==> src/rtl/wb_pkg.sv <==
// wb_pkg: shared types and constants for the writeback arbiter.
//   REG_WIDTH  - register data width (must match regfile)
//   NUM_REGS   - number of architectural registers (width of pend_mask)
//   wb_entry_t - one queued register-file write (destination + data)
//   rd_onehot  - one-hot decode of a destination register index
package wb_pkg;

  localparam int REG_WIDTH = 64;
  localparam int NUM_REGS  = 32;

  typedef struct packed {
    logic [4:0]           rd;
    logic [REG_WIDTH-1:0] data;
  } wb_entry_t;

  function automatic logic [NUM_REGS-1:0] rd_onehot(input logic [4:0] r);
    return NUM_REGS'(1) << r;
  endfunction

endpackage

==> src/rtl/wb_fifo.sv <==
// wb_fifo: circular buffer with two push ports and one pop port.
//   clk, reset              - clock, synchronous active-high reset
//   push0 / push0_entry     - first push slot (older of a same-cycle pair)
//   push1 / push1_entry     - second push slot (younger of a same-cycle pair)
//   pop                     - remove the head entry (caller guarantees count > 0)
//   head                    - current head entry (valid when count > 0)
//   count                   - registered occupancy
//   entry_vld / entry_rd    - per-slot valid bits and destinations for hazard masks
// The caller guarantees room for every push; no overflow protection here.
module wb_fifo
  import wb_pkg::*;
#(
  parameter int QDEPTH = 4,
  localparam int PW = $clog2(QDEPTH)
) (
  input  logic                   clk,
  input  logic                   reset,
  input  logic                   push0,
  input  wb_entry_t              push0_entry,
  input  logic                   push1,
  input  wb_entry_t              push1_entry,
  input  logic                   pop,
  output wb_entry_t              head,
  output logic [PW:0]            count,
  output logic [QDEPTH-1:0]      entry_vld,
  output logic [QDEPTH-1:0][4:0] entry_rd
);

  wb_entry_t         mem_q [QDEPTH];
  wb_entry_t         mem_d [QDEPTH];
  logic [QDEPTH-1:0] vld_q, vld_d;
  logic [PW-1:0]     wptr_q, wptr_d;
  logic [PW-1:0]     rptr_q, rptr_d;
  logic [PW:0]       count_q, count_d;
  logic [PW-1:0]     wptr1;

  // The second push lands one slot later only when the first push is also active.
  assign wptr1 = wptr_q + PW'(push0);

  always_comb begin
    mem_d = mem_q;
    vld_d = vld_q;
    // Clear before set: a popped slot can be refilled on the same edge.
    if (pop) vld_d[rptr_q] = 1'b0;
    if (push0) begin
      mem_d[wptr_q] = push0_entry;
      vld_d[wptr_q] = 1'b1;
    end
    if (push1) begin
      mem_d[wptr1] = push1_entry;
      vld_d[wptr1] = 1'b1;
    end
    wptr_d  = wptr_q + PW'(push0) + PW'(push1);
    rptr_d  = rptr_q + PW'(pop);
    count_d = count_q + (PW+1)'(push0) + (PW+1)'(push1) - (PW+1)'(pop);
  end

  always_ff @(posedge clk) begin
    if (reset) begin
      vld_q   <= '0;
      wptr_q  <= '0;
      rptr_q  <= '0;
      count_q <= '0;
    end else begin
      vld_q   <= vld_d;
      wptr_q  <= wptr_d;
      rptr_q  <= rptr_d;
      count_q <= count_d;
    end
  end

  // Payload storage needs no reset; validity is tracked by vld_q.
  always_ff @(posedge clk) begin
    mem_q <= mem_d;
  end

  assign head      = mem_q[rptr_q];
  assign count     = count_q;
  assign entry_vld = vld_q;

  for (genvar gi = 0; gi < QDEPTH; gi++) begin : g_rd
    assign entry_rd[gi] = mem_q[gi].rd;
  end

endmodule

==> src/rtl/wb_arbiter.sv <==
// wb_arbiter: merges load and ALU results onto the single regfile write port.
//   clk, reset                            - clock, synchronous active-high reset
//   mem_valid/mem_ready/mem_rd/mem_data   - load result handshake
//   alu_valid/alu_ready/alu_rd/alu_data   - ALU result handshake
//   rd/rd_din/reg_write                   - registered regfile write port
//   pend_mask                             - destinations queued or in the output stage
// Optional feature macro: WB_X0_FILTER_EN - drop writes to x0 after handshaking.
module wb_arbiter
  import wb_pkg::*;
#(
  parameter int REG_WIDTH = 64,
  parameter int QDEPTH    = 4
) (
  input  logic                 clk,
  input  logic                 reset,
  input  logic                 mem_valid,
  output logic                 mem_ready,
  input  logic [4:0]           mem_rd,
  input  logic [REG_WIDTH-1:0] mem_data,
  input  logic                 alu_valid,
  output logic                 alu_ready,
  input  logic [4:0]           alu_rd,
  input  logic [REG_WIDTH-1:0] alu_data,
  output logic [4:0]           rd,
  output logic [REG_WIDTH-1:0] rd_din,
  output logic                 reg_write,
  output logic [NUM_REGS-1:0]  pend_mask
);

  localparam int CW = $clog2(QDEPTH) + 1;

  logic [CW-1:0]                    count;
  wb_entry_t                        head;
  wb_entry_t                        mem_entry, alu_entry;
  logic [QDEPTH-1:0]                entry_vld;
  logic [QDEPTH-1:0][4:0]           entry_rd;
  logic [QDEPTH-1:0][NUM_REGS-1:0]  entry_mask;
  logic                             mem_push, alu_push, pop;

  logic                 reg_write_q, reg_write_d;
  logic [4:0]           rd_q, rd_d;
  logic [REG_WIDTH-1:0] rd_din_q, rd_din_d;

  // Readies look only at registered occupancy; ALU keeps one slot in reserve so
  // both sources can be accepted together without overflow.
  assign mem_ready = !reset && (count <= CW'(QDEPTH - 1));
  assign alu_ready = !reset && (count <= CW'(QDEPTH - 2));

`ifdef WB_X0_FILTER_EN
  assign mem_push = mem_valid && mem_ready && (mem_rd != 5'd0);
  assign alu_push = alu_valid && alu_ready && (alu_rd != 5'd0);
`else
  assign mem_push = mem_valid && mem_ready;
  assign alu_push = alu_valid && alu_ready;
`endif

  assign mem_entry = '{rd: mem_rd, data: mem_data};
  assign alu_entry = '{rd: alu_rd, data: alu_data};
  assign pop       = (count != '0);

  // Load goes into the older slot so a same-cycle pair drains mem first.
  wb_fifo #(.QDEPTH(QDEPTH)) u_fifo (
    .clk         (clk),
    .reset       (reset),
    .push0       (mem_push),
    .push0_entry (mem_entry),
    .push1       (alu_push),
    .push1_entry (alu_entry),
    .pop         (pop),
    .head        (head),
    .count       (count),
    .entry_vld   (entry_vld),
    .entry_rd    (entry_rd)
  );

  always_comb begin
    reg_write_d = pop;
    rd_d        = pop ? head.rd   : rd_q;
    rd_din_d    = pop ? head.data : rd_din_q;
  end

  always_ff @(posedge clk) begin
    if (reset) begin
      reg_write_q <= 1'b0;
      rd_q        <= '0;
      rd_din_q    <= '0;
    end else begin
      reg_write_q <= reg_write_d;
      rd_q        <= rd_d;
      rd_din_q    <= rd_din_d;
    end
  end

  assign reg_write = reg_write_q;
  assign rd        = rd_q;
  assign rd_din    = rd_din_q;

  for (genvar gi = 0; gi < QDEPTH; gi++) begin : g_mask
    assign entry_mask[gi] = entry_vld[gi] ? rd_onehot(entry_rd[gi]) : '0;
  end

  always_comb begin
    pend_mask = reg_write_q ? rd_onehot(rd_q) : '0;
    for (int i = 0; i < QDEPTH; i++) begin
      pend_mask = pend_mask | entry_mask[i];
    end
`ifdef WB_X0_FILTER_EN
    pend_mask[0] = 1'b0;
`endif
  end

endmodule

==> config.mk <==
export PLATFORM = sky130hd
export DESIGN_NAME = wb_arbiter
export DESIGN_NICKNAME = d
export VERILOG_FILES = /design/src/rtl/wb_pkg.sv /design/src/rtl/wb_fifo.sv /design/src/rtl/wb_arbiter.sv
export SDC_FILE = /design/constraint.sdc
export NUM_CORES = 1
export LEC_CHECK = 0
export ABC_AREA = 1
export CAP_MARGIN = 15
export CORE_UTILIZATION = 30
export CTS_CLUSTER_SIZE = 28
export DETAILED_ROUTE_END_ITERATION = 10
export GPL_TIMING_DRIVEN = 1
export PLACE_DENSITY = 0.48
export SKIP_CTS_REPAIR_TIMING = 1
export SLEW_MARGIN = 20
export SYNTH_ARGS = -nofsm -noshare
export SYNTH_HDL_FRONTEND = slang
export SYNTH_SLANG_ARGS = --single-unit
==> constraint.sdc <==
create_clock -name clk -period 2.9 [get_ports clk]
set_input_delay 0.58 -clock clk [delete_from_list [all_inputs] [get_ports clk]]
set_output_delay 0.58 -clock clk [all_outputs]
set_load 0.005 [all_outputs]
==> metrics.md, run 1 <==
| Metric | Value |
|---|---|
| Status | `finished with violations` |
| Failing checks | `design-rule violations` |
| Starting density of the core | `0.305` |
| Post-layout util | `0.378` |
| Non-filler cells, final | `between 5000 and 6000` |
| Layout cells sized above 1 | `0.0614` |
| Netlist Area Pre-Place | `roughly 22000 um2` |
| Syn nets | `~4100` |
| Endpoints failing hold | `0` |
| WL/cell | `18.4 um` |
| Unrepaired setup endpoints after global routing | `yes` |
| Placed insts | `5018` |
| Drt first pass iters | `9` |
| CP Launch Type | `register` |
| Reg clk slew, reported paths | `about 0.060 ns` |
| Vias/cell | `4.93` |
| Worst Hold Slack | `0.530 ns` |
| Nets | `approximately 4300` |
| Total power | `30.7 mW` |
| Syn_area_per_cell | `around 5.6 um2` |
| Critical Path RT | `between 2 and 2.5 ns` |
| Slew @ Worst Pin | `about 0.94 ns` |
| Min Clock Period, post-route | `around 2.8 ns` |
| Skew-Pair Late Insertion Delay | `about 0.59 ns` |
| HPWL after DPL | `~57000 um` |
| Largest net degree at the start of global routing | `roughly 150` |
| Routability Congestion | `approximately 0.95` |
| Vias | `25208` |
| Post-Route Skew | `~0.029 ns` |
| Final setup violation count | `0` |
| Yosys cell types | `32` |
| Critical path peak fanout | `5` |
| Number of synthesized register bits | `~360` |
| Vias in the first global route | `around 23000` |
| Tcrit/Tclk final | `0.977` |
| Number of buffers created by CTS | `46` |
| Hold Path Class | `reg2reg` |
| DRC | `13` |
| Critical Path AT | `between 2 and 2.5 ns` |
| IO Count | `roughly 250` |
| FP Rows | `99` |
| Final Max Tran Viols | `0` |
| Core area | `between 70000 and 80000 um2` |
| WS Path Type | `reg2out` |
| CTS tree | `built` |
| Grt total ovfl | `0` |
| FMAX | `~0.35 GHz` |
| CTS Sinks | `~360` |
| Max-Cap Viols | `0` |
| Drt total wl | `93900 um` |
| Pwr dens | `between 1000 and 1500 nW/um2` |
| Warnings from Yosys | `0` |
| Area Overhead vs Synth | `23.8%` |
| ANT nets after route | `0` |
| Deepest level of the CTS H-tree | `2` |
| VDD IR max | `0.597 mV` |
| DIE AREA | `between 70000 and 80000 um2` |
| Register area share after synthesis | `0.319` |
| 1st-iter DRT viols | `approximately 2200` |
| Die height | `about 280 um` |
| First-pass GRT wire length | `approximately 140000 um` |
| Leak | `roughly 13 nW` |
| Initial antenna violation count | `2` |
| Max Root-Sink Buffers | `3` |
| CP Capture Type | `primary output` |
| Cells after Synth | `around 4000` |
| # port buffers | `~250` |
| GRT Total Usage | `0.242` |
| Post-route setup TNS | `0 ns` |
| Die width | `275 um` |
| Clock root buffer | `clkbuf_16` |
| Slew headroom | `0.376` |
-- power breakdown --
group	switching (mW)	internal [mW]	total (mW)	leakage, nW
sequential	1.82	7.36	9.18	2.98
clock	2.37	3.59	5.96	0.778
combinational	10.1	5.47	15.6	9.00
-- layout make-up --
cell class	count	area, um2
Fill cell	8070	45600
Multi-Input combinational cell	3201	13400
Sequential cell	357	7170
Timing Repair Buffer	356	3690
Clock buffer	73	1450
Tap cell	959	1200
Inverter	158	638
Clock inverter	10	104
Timing Repair inverter	1	7.51
Antenna cell	1	2.50
-- metal layers --
| metal | global-route usage | vias up | share of wire |
|---|---|---|---|
| met5 | 0 | - | 0.00012 |
| met4 | 0.0781 | 2 | 0.029 |
| met3 | 0.0331 | 162 | 0.057 |
| met2 | 0.395 | 775 | 0.46 |
| met1 | 0.329 | 11469 | 0.46 |
| li1 | - | 12800 | - |
-- worst max-delay path, cell delays in order, from the launching register on --
cell,delay [ns]
dfxtp_2,0.41
clkinvlp_4,0.23
buf_4,0.19
nor2_1,0.13
a21oi_1,0.09
nand3_1,0.09
clkdlybuf4s50_1,0.51
-- layout by cell type (no fill, tap or decap), types with 2 or more instances in the layout --
cell type,instances
clkinv_2,7
nand3_1,61
o21a_1,2
buf_4,78
dlymetal6s2s_1,2
inv_2,15
a31oi_1,2
clkbuf_8,18
nor2_4,8
inv_4,3
dfxtp_2,10
bufinv_16,2
inv_1,131
clkbuf_1,8
dfxtp_4,3
ha_1,6
nand3_4,2
buf_12,32
nor3_1,276
nor2_1,797
nand2_4,11
nand4_1,78
fa_1,2
dfxtp_1,344
clkbuf_16,47
nand3b_1,3
o22ai_1,6
o21ai_0,318
xor2_1,2
a21oi_1,37
o211ai_1,4
clkinvlp_4,9
nand2_1,1576
nor2_2,7
clkdlybuf4s50_1,243
-- path summary, 6_finish.rpt --
kind,startpoint,endpoint,slack (ns),cells past startpoint
setup / recovery,u_fifo.entry_rd[8],pend_mask[29],0.07,6
hold reg to reg,rd_din[56],rd_din[56],0.53,2
setup reg to reg,u_fifo.count[1],u_fifo.mem_q[44],0.54,9
hold / removal,rd_din[56],rd_din[56],0.53,2
-- state kept, by name (all words and copies together), names as in the netlist --
signal	cells
u_fifo.mem_q	256
reg_write	1
u_fifo.wptr_q	2
u_fifo.entry_vld	4
rd_din	64
u_fifo.entry_rd	20
u_fifo.count	3
rd	5
u_fifo.rptr_q	2
-- synth_stat cells, drive strengths merged --
| master | n | area, um2 |
|---|---|---|
| nor2 | 812 | 3090 |
| a21oi | 37 | 185 |
| nand3 | 63 | 325 |
| clkbuf | 132 | 495 |
| nand2 | 1587 | 5990 |
| o22a | 1 | 8.76 |
| clkinv | 5 | 18.8 |
| dfxtp | 357 | 7150 |
| xnor2 | 1 | 8.76 |
| o22ai | 6 | 37.5 |
| nand3b | 3 | 22.5 |
| nor3 | 276 | 1380 |
| xor2 | 2 | 17.5 |
| buf | 149 | 813 |
| ha | 6 | 75.1 |
| o21a | 2 | 15.0 |
| o211ai | 4 | 30.0 |
| o21ai | 319 | 1600 |
| nand4 | 78 | 488 |
| inv | 153 | 577 |
| fa | 2 | 40.0 |
| a31oi | 2 | 12.5 |
-- metrics by stage --
step                      worst slack, ns  area, um2
after floorplan                     0.303      22400
after global placement             0.0695      25900
after detailed placement           0.0824      25900
after CTS                          -0.223      27500
after global routing              -0.0193      27700
final                              0.0677      27700
-- logic make-up (layout without fill, tap and decap cells) --
logic type,count (synthesis),after routing,share of synthesized area
other cells,0,1,0
fa+ha+maj,8,8,0.00514
simple gates,2819,2819,0.505
buf+inv,439,598,0.0851
flops,357,357,0.319
compound gates,371,371,0.0843
xor+xnor,3,3,0.00117
No activity file was read; power rests on OpenSTA's default activity.
==> inputs of run 2 (changes only) <==
- CORE_UTILIZATION: 30 -> 55
- PLACE_DENSITY: 0.48 -> 0.78
==> run 2 against run 1 <==
The run now ends clean. Global-route usage increased by 14 points. Power is 2.7% lower. First-iteration DRC count is 39% higher. Design area shrank 2.6%. Sequential power is 0.4% higher. Critical path type unchanged. Critical endpoint is now pend_mask[10].
==> metrics.md, run 2 (synthesized netlist as in run 1, its figures left out) <==
| Metric | Value |
|---|---|
| First-pass GRT wire length | `between 100000 and 150000 um` |
| Placed Area | `~25000 um2` |
| Post-Route Skew | `0.0138 ns` |
| Largest net degree at the start of global routing | `179` |
| Nets | `around 4300` |
| Largest Register | `u_fifo.mem_q` |
| Commonest non-fill, non-tap cell in the layout | `nand2_1` |
| Max Root-Sink Buffers | `3` |
| Placed insts | `4565` |
| Reg clk slew, reported paths | `0.06 ns` |
| Drt first pass iters | `6` |
| Hold Path Class | `reg2reg` |
| Status | `completed` |
| Slowest cell on crit path | `clkdlybuf4s50_1` |
| CTS Sinks | `357` |
| Critical Path AT | `roughly 2.3 ns` |
| WL/cell | `17.2 um` |
| Slew headroom | `0.335` |
| Critical Path RT | `about 2.3 ns` |
| Fill count | `roughly 3800` |
| Drt total wl | `80200 um` |
| Critical path peak fanout | `6` |
| Area Overhead vs Synth | `20.5%` |
| Min Clock Period, post-route | `roughly 2.9 ns` |
| Number of buffers created by CTS | `42` |
| Largest register FFs | `roughly 260` |
| Initial antenna violation count | `3` |
| Endpoints failing hold | `0` |
| VDD IR max | `~0.73 mV` |
| Grt total ovfl | `0` |
| DRC | `0` |
| Non-filler cells, final | `4668` |
| CTS tree | `built` |
| Final setup violation count | `0` |
| # port buffers | `between 200 and 250` |
| Vias | `between 20000 and 30000` |
| Tcrit/Tclk final | `0.994` |
| DIE AREA | `between 40000 and 50000 um2` |
| Unrepaired setup endpoints after global routing | `yes` |
| Post-route setup TNS | `0 ns` |
| GRT Total Usage | `0.378` |
| Final Max Tran Viols | `0` |
| Die width | `204 um` |
| Max-Cap Viols | `0` |
| Routability Congestion | `1.07` |
| Final instance area | `27000 um2` |
| Slew @ Worst Pin | `roughly 1 ns` |
| CP Launch Type | `register` |
| WS Path Type | `reg2out` |
| Core area | `approximately 40000 um2` |
| 1st-iter DRT viols | `between 3000 and 4000` |
| Die height | `204 um` |
| Clock root buffer | `clkbuf_16` |
| Crit path largest cell delay | `0.48 ns` |
| Starting density of the core | `0.561` |
| Leak | `12.6 nW` |
| Critical path cell sequence | `inv_1 > nand3_1 > nor2_1 > nand2_1 > nand2_1 > nor2_1 > nand3_1 > clkdlybuf4s50_1` |
| CP Capture Type | `primary output` |
| Layout cells sized above 1 | `0.0560` |
| Skew-Pair Late Insertion Delay | `just under 0.6 ns` |
| HPWL after DPL | `roughly 47000 um` |
| FMAX | `between 0.3 and 0.4 GHz` |
| IO Count | `approximately 250` |
| Most frequent cells in the layout | `1574 x nand2_1, 805 x nor2_1, 342 x dfxtp_1, 318 x o21ai_0, 276 x nor3_1` |
| Deepest level of the CTS H-tree | `2` |
| Vias in the first global route | `~23000` |
| ANT nets after route | `0` |
| Pwr dens | `between 1000 and 1500 nW/um2` |
| FP Rows | `73` |
| Vias/cell | `5.57` |
[run 2: changes by cell type in the layout (fill, tap and decap cells not counted), moves of 4 or more]
cell      previous run  this run
nor2_1             797       805
nand2_2              0         4
dfxtp_2             10        15
clkbuf_8            18         9
buf_4               78        63
nor2_2               7         1
[run 2: worst max-delay path, delay by kind of cell, from the launching register on]
| kind | cells | cell delay (ns) |
|---|---|---|
| buf+inv | 2 | 0.64 |
| simple gates | 6 | 0.65 |
| flops | 1 | 0.43 |
[run 2: layer usage]
layer,routed length [um],track usage,vias up
met4,2520,0.133,0
met1,33000,0.515,11520
li1,-,-,12786
met3,8730,0.0586,198
met5,0,0,-
met2,35900,0.602,1484
[run 2: area by class of cell]
| class | instances | area, um2 | area share |
|---|---|---|---|
| Timing Repair Buffer | 343 | 3620 | 0.134 |
| Inverter | 158 | 629 | 0.0233 |
| Tap cell | 525 | 657 | 0.0244 |
| Antenna cell | 3 | 7.51 | 0.000278 |
| Clock buffer | 61 | 1280 | 0.0473 |
| Multi-Input combinational cell | 3201 | 13400 | 0.496 |
| Timing Repair inverter | 3 | 15.0 | 0.000557 |
| Sequential cell | 357 | 7170 | 0.266 |
| Clock inverter | 17 | 216 | 0.00802 |
[run 2: worst paths after layout]
kind	start	endpoint	slack, ns	depth (start not counted)
hold reg to reg	rd_din[61]	rd_din[61]	0.52	2
hold / removal	rd_din[61]	rd_din[61]	0.52	2
setup / recovery	u_fifo.entry_rd[7]	pend_mask[10]	0.02	8
setup reg to reg	u_fifo.count[2]	u_fifo.mem_q[236]	0.54	13
[run 2: metrics by stage]
stage | worst slack [ns] | hold WS [ns] | total power [mW] | utilization
detailed placement | 0.0755 | 0.512 | 23.5 | 0.632
CTS | -0.101 | 0.528 | 29.3 | 0.670
global route | -0.0514 | 0.547 | 32.0 | 0.676
finish | 0.0162 | 0.523 | 29.9 | 0.676
floorplan | 0.303 | 0.519 | 18.6 | -
global placement | 0.106 | 0.508 | 23.3 | 0.632
[run 2: power breakdown]
| group | switching [mW] | total (mW) | leakage, nW | internal (mW) |
|---|---|---|---|---|
| Clock | 2.23 | 5.74 | 0.742 | 3.50 |
| Sequential | 1.87 | 9.22 | 2.98 | 7.35 |
| Combinational | 9.62 | 14.9 | 8.90 | 5.30 |
